### src/rtl/adder_share_arbiter.sv
// Round-robin arbiter sharing one carry-lookahead fast_adder among REQ_NUM requesters.
// Optional multi-word carry chaining is enabled with `define ADDER_SHARE_CHAIN_EN.

module fast_adder_cla #(
    parameter int bit_width    = 16,
    parameter int cascade_size = 4
) (
    input  logic [bit_width-1:0] A,
    input  logic [bit_width-1:0] B,
    input  logic                 C_IN,
    output logic [bit_width-1:0] R,
    output logic                 P,
    output logic                 G
);
    localparam int SUB = bit_width / cascade_size;

    logic [cascade_size-1:0] p_s;
    logic [cascade_size-1:0] g_s;
    logic [cascade_size-1:0] c;

    generate
        if (bit_width == cascade_size) begin : g_leaf
            assign p_s = A ^ B;
            assign g_s = A & B;
            assign R   = p_s ^ c;
        end else begin : g_node
            for (genvar i = 0; i < cascade_size; i++) begin : g_sub
                fast_adder_cla #(
                    .bit_width   (SUB),
                    .cascade_size(cascade_size)
                ) u_sub (
                    .A   (A[i*SUB +: SUB]),
                    .B   (B[i*SUB +: SUB]),
                    .C_IN(c[i]),
                    .R   (R[i*SUB +: SUB]),
                    .P   (p_s[i]),
                    .G   (g_s[i])
                );
            end
        end
    endgenerate

    // Every block carry is a flat sum-of-products of the group P/G terms.
    always_comb begin
        logic carry;
        logic prop;
        carry = 1'b0;
        prop  = 1'b1;
        c     = '0;
        c[0]  = C_IN;
        for (int i = 0; i < cascade_size - 1; i++) begin
            carry = 1'b0;
            prop  = 1'b1;
            for (int j = i; j >= 0; j--) begin
                carry = carry | (prop & g_s[j]);
                prop  = prop & p_s[j];
            end
            c[i+1] = carry | (prop & C_IN);
        end
        carry = 1'b0;
        prop  = 1'b1;
        for (int j = cascade_size - 1; j >= 0; j--) begin
            carry = carry | (prop & g_s[j]);
            prop  = prop & p_s[j];
        end
        G = carry;
        P = prop;
    end
endmodule

module fast_adder #(
    parameter int bit_width    = 16,
    parameter int cascade_size = 4
) (
    input  logic [bit_width-1:0] A,
    input  logic [bit_width-1:0] B,
    input  logic                 C_IN,
    output logic [bit_width-1:0] R,
    output logic                 C_OUT,
    output logic                 P,
    output logic                 G
);
    fast_adder_cla #(
        .bit_width   (bit_width),
        .cascade_size(cascade_size)
    ) u_cla (
        .A   (A),
        .B   (B),
        .C_IN(C_IN),
        .R   (R),
        .P   (P),
        .G   (G)
    );

    assign C_OUT = G | (P & C_IN);
endmodule

module adder_share_arbiter #(
    parameter  int REQ_NUM      = 4,
    parameter  int bit_width    = 16,
    parameter  int cascade_size = 4,
    localparam int ID_W         = $clog2(REQ_NUM)
) (
    input  logic                         clk,
    input  logic                         reset,
    input  logic [REQ_NUM-1:0]           req_valid,
    output logic [REQ_NUM-1:0]           req_ready,
    input  logic [REQ_NUM*bit_width-1:0] req_a,
    input  logic [REQ_NUM*bit_width-1:0] req_b,
    input  logic [REQ_NUM-1:0]           req_cin,
`ifdef ADDER_SHARE_CHAIN_EN
    input  logic [REQ_NUM-1:0]           req_chain,
`endif
    output logic                         rsp_valid,
    input  logic                         rsp_ready,
    output logic [ID_W-1:0]              rsp_id,
    output logic [bit_width-1:0]         rsp_r,
    output logic                         rsp_cout,
    output logic                         rsp_p,
    output logic                         rsp_g
);
    // Handshake: a request transfers on an edge where req_valid[i] & req_ready[i];
    // a result leaves on an edge where rsp_valid & rsp_ready.
    logic                 rsp_valid_q, rsp_valid_d;
    logic [ID_W-1:0]      rsp_id_q, rsp_id_d;
    logic [bit_width-1:0] rsp_r_q, rsp_r_d;
    logic                 rsp_cout_q, rsp_cout_d;
    logic                 rsp_p_q, rsp_p_d;
    logic                 rsp_g_q, rsp_g_d;
    logic [ID_W-1:0]      rr_ptr_q, rr_ptr_d;

    logic                 can_issue;
    logic                 grant_any;
    logic [ID_W-1:0]      grant_idx;
    logic                 lock_active;
    logic [ID_W-1:0]      lock_idx;
    logic                 lock_carry;

    logic [bit_width-1:0] add_a, add_b, add_r;
    logic                 add_cin, add_cout, add_p, add_g;

`ifdef ADDER_SHARE_CHAIN_EN
    logic                 lock_valid_q, lock_valid_d;
    logic [ID_W-1:0]      lock_id_q, lock_id_d;
    logic                 carry_hold_q, carry_hold_d;

    assign lock_active = lock_valid_q;
    assign lock_idx    = lock_id_q;
    assign lock_carry  = carry_hold_q;
`else
    assign lock_active = 1'b0;
    assign lock_idx    = '0;
    assign lock_carry  = 1'b0;
`endif

    // Depends only on registered rsp_valid, never on the edge that may clear it.
    assign can_issue = ~rsp_valid_q | rsp_ready;

    always_comb begin
        int idx;
        idx       = 0;
        grant_any = 1'b0;
        grant_idx = '0;
        if (can_issue) begin
            if (lock_active) begin
                grant_any = req_valid[lock_idx];
                grant_idx = lock_idx;
            end else begin
                // Scan farthest-first so the nearest requester after rr_ptr wins.
                for (int k = REQ_NUM; k >= 1; k--) begin
                    idx = (int'(rr_ptr_q) + k) % REQ_NUM;
                    if (req_valid[idx]) begin
                        grant_any = 1'b1;
                        grant_idx = ID_W'(idx);
                    end
                end
            end
        end
    end

    always_comb begin
        req_ready = '0;
        if (grant_any) begin
            req_ready[grant_idx] = 1'b1;
        end
    end

    always_comb begin
        add_a   = '0;
        add_b   = '0;
        add_cin = 1'b0;
        if (grant_any) begin
            add_a   = req_a[int'(grant_idx)*bit_width +: bit_width];
            add_b   = req_b[int'(grant_idx)*bit_width +: bit_width];
            add_cin = lock_active ? lock_carry : req_cin[grant_idx];
        end
    end

    fast_adder #(
        .bit_width   (bit_width),
        .cascade_size(cascade_size)
    ) u_fast_adder (
        .A    (add_a),
        .B    (add_b),
        .C_IN (add_cin),
        .R    (add_r),
        .C_OUT(add_cout),
        .P    (add_p),
        .G    (add_g)
    );

    always_comb begin
        rsp_valid_d = rsp_valid_q;
        rsp_id_d    = rsp_id_q;
        rsp_r_d     = rsp_r_q;
        rsp_cout_d  = rsp_cout_q;
        rsp_p_d     = rsp_p_q;
        rsp_g_d     = rsp_g_q;
        rr_ptr_d    = rr_ptr_q;
`ifdef ADDER_SHARE_CHAIN_EN
        lock_valid_d = lock_valid_q;
        lock_id_d    = lock_id_q;
        carry_hold_d = carry_hold_q;
`endif
        if (grant_any) begin
            rsp_valid_d = 1'b1;
            rsp_id_d    = grant_idx;
            rsp_r_d     = add_r;
            rsp_cout_d  = add_cout;
            rsp_p_d     = add_p;
            rsp_g_d     = add_g;
            if (!lock_active) begin
                rr_ptr_d = grant_idx;
            end
`ifdef ADDER_SHARE_CHAIN_EN
            if (req_chain[grant_idx]) begin
                lock_valid_d = 1'b1;
                lock_id_d    = grant_idx;
                carry_hold_d = add_cout;
            end else begin
                lock_valid_d = 1'b0;
            end
`endif
        end else if (rsp_valid_q && rsp_ready) begin
            rsp_valid_d = 1'b0;
        end
    end

    always_ff @(posedge clk) begin
        if (reset) begin
            rsp_valid_q <= 1'b0;
            rsp_id_q    <= '0;
            rsp_r_q     <= '0;
            rsp_cout_q  <= 1'b0;
            rsp_p_q     <= 1'b0;
            rsp_g_q     <= 1'b0;
            rr_ptr_q    <= ID_W'(REQ_NUM - 1);
`ifdef ADDER_SHARE_CHAIN_EN
            lock_valid_q <= 1'b0;
            lock_id_q    <= '0;
            carry_hold_q <= 1'b0;
`endif
        end else begin
            rsp_valid_q <= rsp_valid_d;
            rsp_id_q    <= rsp_id_d;
            rsp_r_q     <= rsp_r_d;
            rsp_cout_q  <= rsp_cout_d;
            rsp_p_q     <= rsp_p_d;
            rsp_g_q     <= rsp_g_d;
            rr_ptr_q    <= rr_ptr_d;
`ifdef ADDER_SHARE_CHAIN_EN
            lock_valid_q <= lock_valid_d;
            lock_id_q    <= lock_id_d;
            carry_hold_q <= carry_hold_d;
`endif
        end
    end

    assign rsp_valid = rsp_valid_q;
    assign rsp_id    = rsp_id_q;
    assign rsp_r     = rsp_r_q;
    assign rsp_cout  = rsp_cout_q;
    assign rsp_p     = rsp_p_q;
    assign rsp_g     = rsp_g_q;
endmodule

### config.mk
export PLATFORM = sky130hd
export DESIGN_NAME = adder_share_arbiter
export DESIGN_NICKNAME = d
export VERILOG_FILES = /design/src/rtl/adder_share_arbiter.sv
export SDC_FILE = /design/constraint.sdc
export NUM_CORES = 1
export LEC_CHECK = 0
export CAP_MARGIN = 20
export CORE_UTILIZATION = 36
export DETAILED_ROUTE_END_ITERATION = 12
export GPL_TIMING_DRIVEN = 0
export MAX_ROUTING_LAYER = met4
export PLACE_DENSITY = 0.87
export SETUP_SLACK_MARGIN = 0.4
export SYNTH_ARGS = -nofsm -noshare
export SYNTH_HDL_FRONTEND = slang
export SYNTH_SLANG_ARGS = --single-unit
export TNS_END_PERCENT = 50
### constraint.sdc
create_clock -name clk -period 4.75 [get_ports clk]
set_clock_uncertainty 0.2 [all_clocks]
set_input_delay 0.7125 -clock clk [delete_from_list [all_inputs] [get_ports clk]]
set_output_delay 0.7125 -clock clk [all_outputs]
set_load 0.03 [all_outputs]
==> results of run 1 <==
## worst max-delay path, delay by kind of cell
kind                     cells  cell delay, ns
AO/OA/AOI/OAI               10            1.56
adder cells (fa/ha/maj)      2            0.92
buffers and inverters        4            0.54
AND/OR/NAND/NOR              3            0.52
## cell type report
type	instances	area, sq um	share of cell area
buffer	32	224	0.0416
clock buffer	4	55.1	0.0102
multi-input combinational	323	2650	0.493
timing repair buffer	189	1810	0.337
sequential	24	480	0.0893
inverter	6	22.5	0.00419
tap	102	128	0.0237
## how the worst max path moves through the flow
stage | from | cells after the start | endpoint
floorplan | req_valid[1] | 17 | rsp_r[12]$_SDFFE_PP0P_
global placement | req_valid[2] | 17 | rsp_r[13]$_SDFFE_PP0P_
detailed placement | req_valid[2] | 17 | rsp_r[13]$_SDFFE_PP0P_
CTS | req_valid[3] | 17 | rsp_r[12]$_SDFFE_PP0P_
global route | req_valid[2] | 16 | rsp_r[12]$_SDFFE_PP0P_
finish | req_valid[1] | 19 | rsp_r[12]$_SDFFE_PP0P_
## what timing repair did
item	in CTS	in global routing
pin swaps	12	22
endpoints found under the setup margin	18	12
gates resized for setup	67	62
gates cloned	0	0
hold buffers	0	0
setup buffers	5	20
## Yosys cell counts, types with 2 or more instances
cell type / number / area, sq um
nand3_1: 5 / 25.0
inv_1: 6 / 22.5
nand4_1: 6 / 37.5
a221oi_1: 2 / 17.5
nor2b_1: 2 / 12.5
a31oi_1: 4 / 25.0
o21ai_1: 2 / 10.0
clkbuf_1: 24 / 90.1
mux2i_1: 33 / 330
fa_1: 4 / 80.1
a21o_1: 8 / 60.1
and3_1: 2 / 12.5
xnor2_1: 6 / 52.6
nor3_1: 6 / 30.0
o21ai_0: 10 / 50.1
xor2_1: 2 / 17.5
nand2_1: 23 / 86.3
o41ai_1: 2 / 17.5
nor4_1: 4 / 25.0
or4_1: 2 / 15.0
nor2_1: 16 / 60.1
dfxtp_1: 24 / 480
ha_1: 16 / 200
or3_1: 6 / 37.5
o21a_1: 4 / 30.0
a211oi_1: 71 / 533
buf_2: 6 / 30.0
o31ai_1: 4 / 30.0
a21oi_1: 23 / 115
buf_1: 2 / 7.51
nand2b_1: 5 / 31.3
and2_1: 34 / 213
and2_0: 2 / 12.5
o211ai_1: 2 / 15.0
## layer usage
metal,up-vias,share of wire,GRT usage
li1,1861,-,-
met1,1851,0.42,0.329
met2,191,0.52,0.481
met3,18,0.052,0.0222
met4,0,0.018,0.0897
met5,-,0,-
## sequential cells by signal, indices dropped and copies added, names as in the netlist
signal / flops
rr_ptr_q: 2
rsp_cout: 1
rsp_g: 1
rsp_id: 2
rsp_p: 1
rsp_r: 16
rsp_valid: 1
## report_power, final
part / internal [mW] / switching (mW)
Combinational: 0.623 / 0.694
Sequential: 0.256 / 0.0378
Clock: 0.0741 / 0.0653
## through the flow
stage / utilization / hold WS (ns) / instance area [sq um] / instances / total power, mW
2_1_floorplan: - / 0.321 / 2980 / 385 / 0.981
3_3_place_gp: 0.605 / 0.243 / 4750 / 651 / 1.36
3_5_place_dp: 0.605 / 0.249 / 4750 / 651 / 1.39
4_1_cts: 0.641 / 0.263 / 5030 / 660 / 1.60
5_1_grt: 0.685 / 0.292 / 5380 / 680 / 1.86
6_report: 0.685 / 0.260 / 5380 / 680 / 1.75
## kinds of logic (layout without fill, tap and decap cells)
family,count (synthesis),count (layout)
DFF,24,24
AOI/OAI and AO/OA,143,143
muxes,33,33
xor gates and xnor gates,8,8
and+or+nand+nor,119,119
buffers and inverters,38,231
adders and majority gates,20,20
==> flow_metrics.py, run 1 <==
metrics = {
    "critical_path": {
        "required_ns": 4.75,
        "cp_slowest_cell": "fa_2",
        "crit_path_end_kind": "register",
        "r2r-start": "rr_ptr_q[1]$_SDFFE_PP1P_",
        "critPathLaunchType": "primary input",
        "ff2ff_path_depth": 17,
        "worstPathMaxFanout": 10,
        "cpMostUsedCell": "a21o_1",
        "crit_arrival_ns": 4.27,
        "crit_chain": "buf_4 > or2b_4 > a21o_1 > a21o_1 > buf_8 > buf_8 > and2_4 > a211oi_4 > a211oi_2 > ha_1 > buf_6 > a21oi_4 > o21a_1 > o21a_1 > o21ai_4 > a21o_1 > fa_2 > nand2_2 > a21oi_2",
        "r2r-end": "rsp_r[12]$_SDFFE_PP0P_",
        "cpPeakStageDelay_ns": 0.60,
        "critical_path_class": "primary input to register",
        "reg2reg_slack_ns": 0.64,
    },
    "run_status": {
        "status": "complete, no violations",
    },
    "floorplan": {
        "die_x_um": 92.7,
        "die_area_sq_um": 8590,
        "io-pin-count": 165,
        "fp.dieH_um": 92.7,
        "start_util": 0.377,
        "rows": 32,
        "core_sq_um": 7850,
    },
    "layout": {
        "fillers": 659,
        "final_common_cell": "clkdlybuf4s50_1",
        "antenna_cells": 0,
        "drive_gt1_frac": 0.187,
        "mostFrequentLayoutCells": "clkdlybuf4s50_1 (159), a211oi_1 (44), mux2i_1 (33), and2_1 (33), buf_4 (28)",
        "finalNetCount": 738,
        "synthToLayoutAreaGrowth_pct": 81.7,
    },
    "clock_tree": {
        "h-tree-depth": 1,
        "clk_pin_slew_worst_paths_ns": 0.08,
        "cts_tree": "done",
        "clock-sinks": 24,
        "cts_buffers": 3,
        "ctsRootBufferMaster": "clkbuf_8",
        "clk_latency_ns": 0.27,
        "clockBufferDepth": 2,
    },
    "sta": {
        "fin_tns_setup_ns": 0,
        "finalSetupViolations": 0,
        "max_freq_mhz": 234,
        "relSlewSlack": 0.552,
        "setup_ws_ns": 0.480,
        "rsz0062_at_grt": "false",
        "tightest_slew_ns": 0.666,
        "finalCriticalPeriod_ns": 4.27,
        "slew_viol_final": 0,
        "fin_crit_sh": 0.899,
        "finalHoldViolCount": 0,
    },
    "global_route": {
        "grt_max_degree": 14,
        "grt_pass1_vias": 3847,
        "overflow": 0,
        "grt_pass1_wl_um": 18300,
        "antenna_found_initial": 0,
        "grt_usage": 0.273,
    },
    "logic_synthesis": {
        "synth_adder_area_share": 0.0947,
        "synth-seq-cells": 24,
        "avgSynthCellArea_sq_um": 7.69,
        "synthMuxAreaShare": 0.112,
        "synth_compound_area_frac": 0.338,
        "synthSimpleGateAreaFrac": 0.219,
        "synth-xor-area-share": 0.0237,
        "ys_types": 51,
        "yosysSeqAreaShare": 0.162,
        "synthesis.area_sq_um": 2960,
        "async_flop_share": 0,
        "synth-edff-count": 0,
        "syn_nets": 544,
        "synth_warnings": 0,
        "synth_top_family_by_area": "compound AO/OA/AOI/OAI gates",
        "postSynthCellCount": 385,
        "synth_ff_type": "dfxtp_1",
    },
    "drt": {
        "vias_per_cell": 5.77,
        "drc_errors": 0,
        "wl_per_cell_um": 18.3,
        "wl_um": 12400,
        "drt_iter0_markers": 178,
        "dr.pass1.iters": 5,
        "num_vias": 3921,
        "ant_nets": 0,
    },
    "worst_hold_path": {
        "whs_path_depth": 2,
        "hold_path_class": "register to register",
        "min-delay-start": "rsp_g$_SDFFE_PP0P_",
        "worstHoldEndpoint": "rsp_g$_SDFFE_PP0P_",
    },
    "placement": {
        "pre_cts_ws_ns": -0.900,
        "place_hpwl_um": 9330,
        "place.gp.congestion": 0.961,
        "portBuffers": 164,
    },
    "pwr": {
        "max-vdd-ir-drop_v": 0.000135,
        "p_leak_nw": 2.09,
        "powerDensity_nw_per_um2": 325,
    },
    "job": {
        "maxCapViolCount": 0,
    },
}
No activity file was read; power rests on OpenSTA's default activity.
==> inputs of run 2 (changes only) <==
Settings changed: CAP_MARGIN 20 to unset.
==> results of run 2 <==
Final layout, timing and power as in run 1 (identical DEF).
==> RTL change 1: new RTL, config.mk and constraints of run 1 <==
The option `ADDER_SHARE_CHAIN_EN` is turned on by a define.
--- a/src/rtl/adder_share_arbiter.sv
+++ b/src/rtl/adder_share_arbiter.sv
@@ -1,5 +1,7 @@
 // Round-robin arbiter sharing one carry-lookahead fast_adder among REQ_NUM requesters.
 // Optional multi-word carry chaining is enabled with `define ADDER_SHARE_CHAIN_EN.
+
+`define ADDER_SHARE_CHAIN_EN
 
 module fast_adder_cla #(
     parameter int bit_width    = 16,
Ports: changed (added req_chain); port bits go from 165 to 169. The function was not compared with the original's and may differ.
==> RTL change 1 against run 1 <==
Clock power grew 36%. First-iteration DRC count grew 100%. Routed wire length grew 6.2%. Power grew 51%. Sequential cell count grew 4. Cell area grew 6.8%. Combinational power grew 59%. Worst setup slack lost 280 ps. Sequential power grew 23%. Utilization grew 1.0 points. Synthesized area grew 4.2%. Largest cell class unchanged. Highest routed layer unchanged.
==> RTL change 1: results (changes against run 1) <==
* Share of cells above drive strength 1 at 21.6% (was 18.7%)
* Clock latency on the worst-skew pair at 280 ps
* DR pass1 iterations at 5 (unchanged)
* Top FF cell, synth: dfxtp_1 (unchanged)
* DP Wirelength at 9170 µm (was 9330 µm)
* Count of yosys warnings during synthesis at 0 (unchanged)
* Measured slew at the worst slew-check pin at 937 ps (was 666 ps)
* Post-Syn Nets at 542 (was 544)
* GRT Util Overall at 28.2% (was 27.3%)
* Max FFs per register at 16 (unchanged)
* Asr flop ratio synth at 0% (unchanged)
* Vias post-DR at 4103 (was 3921)
* Max VDD drop at 0.255 mV (was 0.135 mV)
* Placed inst area at 4970 µm² (was 4750 µm²)
* Total CTS buffers at 3 (unchanged)
* Iter 0 DRT Violations at 356 (was 178)
* Final cell count without fillers at 688 (was 680)
* Fin nets at 747 (was 738)
* I/O Buffers at 167 (was 164)
* Register area share after synthesis at 18.2% (was 16.2%)
* Hold-critical path endpoint: rsp_r[2]$_SDFFE_PP0P_ (was rsp_g$_SDFFE_PP0P_)
* First-pass GRT wire length at 19200 µm (was 18300 µm)
* Hold path cells at 2 (unchanged)
* Vias in the first global route at 3953 (was 3847)
* Setup slack, reg-to-reg at 270 ps (was 640 ps)
* Top cells by count, synth: a211oi_1 (69), mux2i_1 (37), nor2b_1 (33) (was a211oi_1 (71), and2_1 (34), mux2i_1 (33))
* Fillers at 609 (was 659)
* Synth top area cells: dfxtp_1 (18%), a211oi_1 (17%), mux2i_1 (12%) (was a211oi_1 (18%), dfxtp_1 (16%), mux2i_1 (11%))
* Worst flop-to-flop path endpoint: rsp_r[12]$_SDFFE_PP0P_ (unchanged)
* Crit path max fanout at 10 (unchanged)
* Pin count of the biggest net entering global routing at 17 (was 14)
* CP max stage delay at 540 ps (was 600 ps)
* Initial antenna violation count at 0 (unchanged)
* Min-delay src: rsp_r[2]$_SDFFE_PP0P_ (was rsp_g$_SDFFE_PP0P_)
* Placer Congestion at 0.892 (was 0.961)
* Status: finished clean (unchanged)
* CTS Buffer Depth at 2 (unchanged)
* DP Cell Count at 651 (unchanged)
* Post-Syn Instances at 379 (was 385)
* R2R depth at 18 (was 17)
* WP data arrival at 4560 ps (was 4270 ps)
* Worst hold-check path type: reg -> reg (unchanged)
* Crit path max-delay cell type: fa_2 (unchanged)
* Crit. Startpoint: req_valid[2] (was req_valid[1])
* Drt total wl at 13200 µm (was 12400 µm)
* Static leakage power at 0.00223 µW (was 0.00209 µW)
* Clock-pin slew on the worst setup and hold paths at 90 ps
RTL change 1: cell count changes after synthesis, sizes merged, moves of 3 or more:
cell	run 1	this run
and3	2	7
and2	36	3
nand2	23	26
o21a	4	0
dfxtp	24	28
nor2b	2	33
a31o	0	4
or3	6	0
nor2	16	22
mux2i	33	37
a22o	0	3
a21oi	24	20
nand4	6	2
o21ai	12	7
RTL change 1: area by class of cell:
type	instances	area (µm²)	share of cell area, %
Sequential cell	28	561	9.76
Tap cell	105	131	2.29
Clock inverter	1	30.0	0.523
Timing Repair Buffer	200	1960	34.1
Inverter	4	15.0	0.261
Clock buffer	3	41.3	0.719
Multi-Input combinational cell	316	2720	47.3
Buffer	31	287	4.99
RTL change 1: timing repair:
item	in CTS	in global routing
buffers inserted	22	9
pin swaps	20	19
cloned	2	0
setup endpoints to repair	24	11
resized for setup	86	32
RTL change 1: per-layer routing:
metal	wire (µm)	vias to the layer above	share of wire, %	track usage, %
li1	-	1862	-	-
met1	4890	1922	37	31.4
met2	6610	257	50	50.1
met3	1120	62	8.5	4.59
met4	563	0	4.3	11.0
met5	0	-	0	-
RTL change 1: power breakdown:
group	switching, µW	total [µW]	internal, µW
registers	52.0	360	308
logic	1090	2100	1010
clock network	75.8	189	113
RTL change 1: logic make-up after synthesis:
family | synth area share (%)
DFF | 18.2
xor gates and xnor gates | 2.27
buffers and inverters | 5.11
AOI/OAI and AO/OA | 33.4
and+or+nand+nor | 19.2
adders and majority gates | 9.09
muxes | 12.7
RTL change 1: metrics by stage:
stage / setup WS [ps] / hold slack, ps
after floorplan: 306 / 267
after global placement: -1010 / 247
after global routing: 80.8 / 290
final: 205 / 257
after detailed placement: -1090 / 249
after CTS: 368 / 261
==> RTL change 2: new RTL, settings of run 1 <==
Made on the original files. Make the reset (`reset`) asynchronous in one clocked block.
--- a/src/rtl/adder_share_arbiter.sv
+++ b/src/rtl/adder_share_arbiter.sv
@@ -246,7 +246,7 @@
         end
     end
 
-    always_ff @(posedge clk) begin
+    always_ff @(posedge clk or posedge reset) begin
         if (reset) begin
             rsp_valid_q <= 1'b0;
             rsp_id_q    <= '0;
Function: differs if reset is asserted again (counterexample within 4 cycles, from zero or initial values and one cycle with reset high); with reset held inactive, the same outputs for 4 cycles.
==> RTL change 2 against run 1 <==
Power fell by 2.8%. Cell area rose by 3.7%. Synthesized area grew 3.0%. Sequential cell count unchanged. Utilization down 0.64 points. Die area rose by 2.9%. Global-route usage down 1.6 points. Routed wire length down 3.2%. Worst setup slack worse by 85 ps.
==> RTL change 2: results (changes against run 1) <==
* Worst hold-check path type: reg -> reg (unchanged)
* Vias per cell at 5.80 (was 5.77)
* WP data arrival at 4320 ps (was 4270 ps)
* Iter 0 DRT Violations at 202 (was 178)
* Fillers at 600 (was 659)
* Vias post-DR at 3861 (was 3921)
* CP max stage delay at 380 ps (was 600 ps)
* Post-synthesis compound-gate area fraction at 21.9% (was 33.8%)
* Top FF cell, synth: dfrtp_1 (was dfxtp_1)
* Placed inst area at 4840 µm² (was 4750 µm²)
* Worst flop-to-flop path endpoint: rsp_r[9]$_DFFE_PP0P_ (was rsp_r[12]$_SDFFE_PP0P_)
* Share of cells above drive strength 1 at 25.7% (was 18.7%)
* Min-delay src: rsp_r[5]$_DFFE_PP0P_ (was rsp_g$_SDFFE_PP0P_)
* Static leakage power at 0.00236 µW (was 0.00209 µW)
* Top cells by count, synth: nor2_1 (44), nand2_1 (37), a211oi_1 (34), mux2i_1 (34), mux2_2 (32) (was a211oi_1 (71), and2_1 (34), mux2i_1 (33))
* Synth Area in Adders at 9.19% (was 9.47%)
* Measured slew at the worst slew-check pin at 580 ps (was 666 ps)
* Fin. max-slew vios at 0 (unchanged)
* Crit. Startpoint: req_valid[2] (was req_valid[1])
* Synth top area cells: dfrtp_1 (18%), mux2_2 (12%), mux2i_1 (11%) (was a211oi_1 (18%), dfxtp_1 (16%), mux2i_1 (11%))
* Post-Syn Nets at 527 (was 544)
* Worst R2R Start: rr_ptr_q[1]$_DFFE_PP1P_ (was rr_ptr_q[1]$_SDFFE_PP1P_)
* Crit path max-delay cell type: ha_2 (was fa_2)
* Max VDD drop at 0.144 mV (was 0.135 mV)
* Register area share after synthesis at 19.8% (was 16.2%)
* First-pass GRT wire length at 17500 µm (was 18300 µm)
* GRT Util Overall at 25.8% (was 27.3%)
* Post-Syn Instances at 368 (was 385)
* Unique masters post-synth at 56 (was 51)
* Post-synthesis xor/xnor area fraction at 1.72% (was 2.37%)
* Setup slack, reg-to-reg at 450 ps (was 640 ps)
* Fin Hold WS at 296 ps (was 260 ps)
* DP Worst Slack at -1130 ps (was -900 ps)
* Placer Congestion at 0.869 (was 0.961)
* DP Cell Count at 637 (was 651)
* Fin nets at 721 (was 738)
* Status: finished clean (unchanged)
* Count of yosys warnings during synthesis at 0 (unchanged)
* Hold-critical path endpoint: rsp_r[5]$_DFFE_PP0P_ (was rsp_g$_SDFFE_PP0P_)
* DP Wirelength at 8620 µm (was 9330 µm)
* Synth-to-Final Area Change at 82.9% (was 81.7%)
* Post-synthesis mux area share at 23.0% (was 11.2%)
* Vias in the first global route at 3752 (was 3847)
* R2R depth at 19 (was 17)
* Crit path setup slack, layout at 395 ps (was 480 ps)
* Asr flop ratio synth at 100% (was 0%)
* Largest family of logic cells by synthesized area: multiplexers (was compound AO/OA/AOI/OAI gates)
* Max FFs per register at 16 (unchanged)
* P_sw at 727 µW (was 797 µW)
* Clock-pin slew on the worst setup and hold paths at 100 ps (was 80 ps)
## RTL change 2: changes by cell type in the layout (fill, tap and decap cells not counted), moves of 6 or more
cell             run 1  this run
mux2_2               0        28
nand4_1              6        12
a211oi_2            25         9
nand3_1              5        12
a211oi_1            44        24
dfrtp_1              0        22
nor2_1              15        36
a21oi_1             18        10
nand2_1             22        35
dfxtp_1             24         0
and2_1              33         1
## RTL change 2: timing repair
action | CTS | global route
setup buffers | 15 | 7
endpoints found under the hold margin | 0 | 0
gates cloned | 0 | 2
pin swaps | 9 | 24
resized for setup | 66 | 63
setup endpoints to repair | 19 | 8
## RTL change 2: critical path, delay by kind of cell
kind	cells	cell delay, ps
compound gates	6	1190
xor+xnor	1	210
buf+inv	6	1070
fa+ha+maj	2	750
simple gates	2	360
## RTL change 2: power groups by stage
stage	logic, µW	registers, µW	clock network, µW
floorplan	482	425	0
global placement	949	313	0
detailed placement	970	314	0
CTS	1070	310	189
global route	1270	319	198
finish	1200	312	188
## RTL change 2: area by class of cell
class | instances | area share, %
clock buffers | 3 | 0.740
clock inverters | 1 | 0.538
repair buffers | 189 | 34.0
plain buffers | 26 | 3.34
well taps | 105 | 2.36
multi-input cells | 311 | 47.7
inverters | 7 | 0.471
flip-flops and latches | 24 | 10.8
## RTL change 2: kinds of logic (layout without fill, tap and decap cells)
group | Yosys count | count (layout)
and+or+nand+nor | 130 | 130
AOI/OAI and AO/OA | 89 | 89
muxes | 66 | 66
buffers and inverters | 33 | 226
DFF | 24 | 24
adders and majority gates | 20 | 20
xor gates and xnor gates | 6 | 6
## RTL change 2: routing by layer
layer	up-vias	global-route usage [%]	part of all wire, %
li1	1776	-	-
met1	1821	29.3	37
met2	219	46.0	52
met3	45	4.05	7.4
met4	0	8.59	3.0
met5	-	-	0
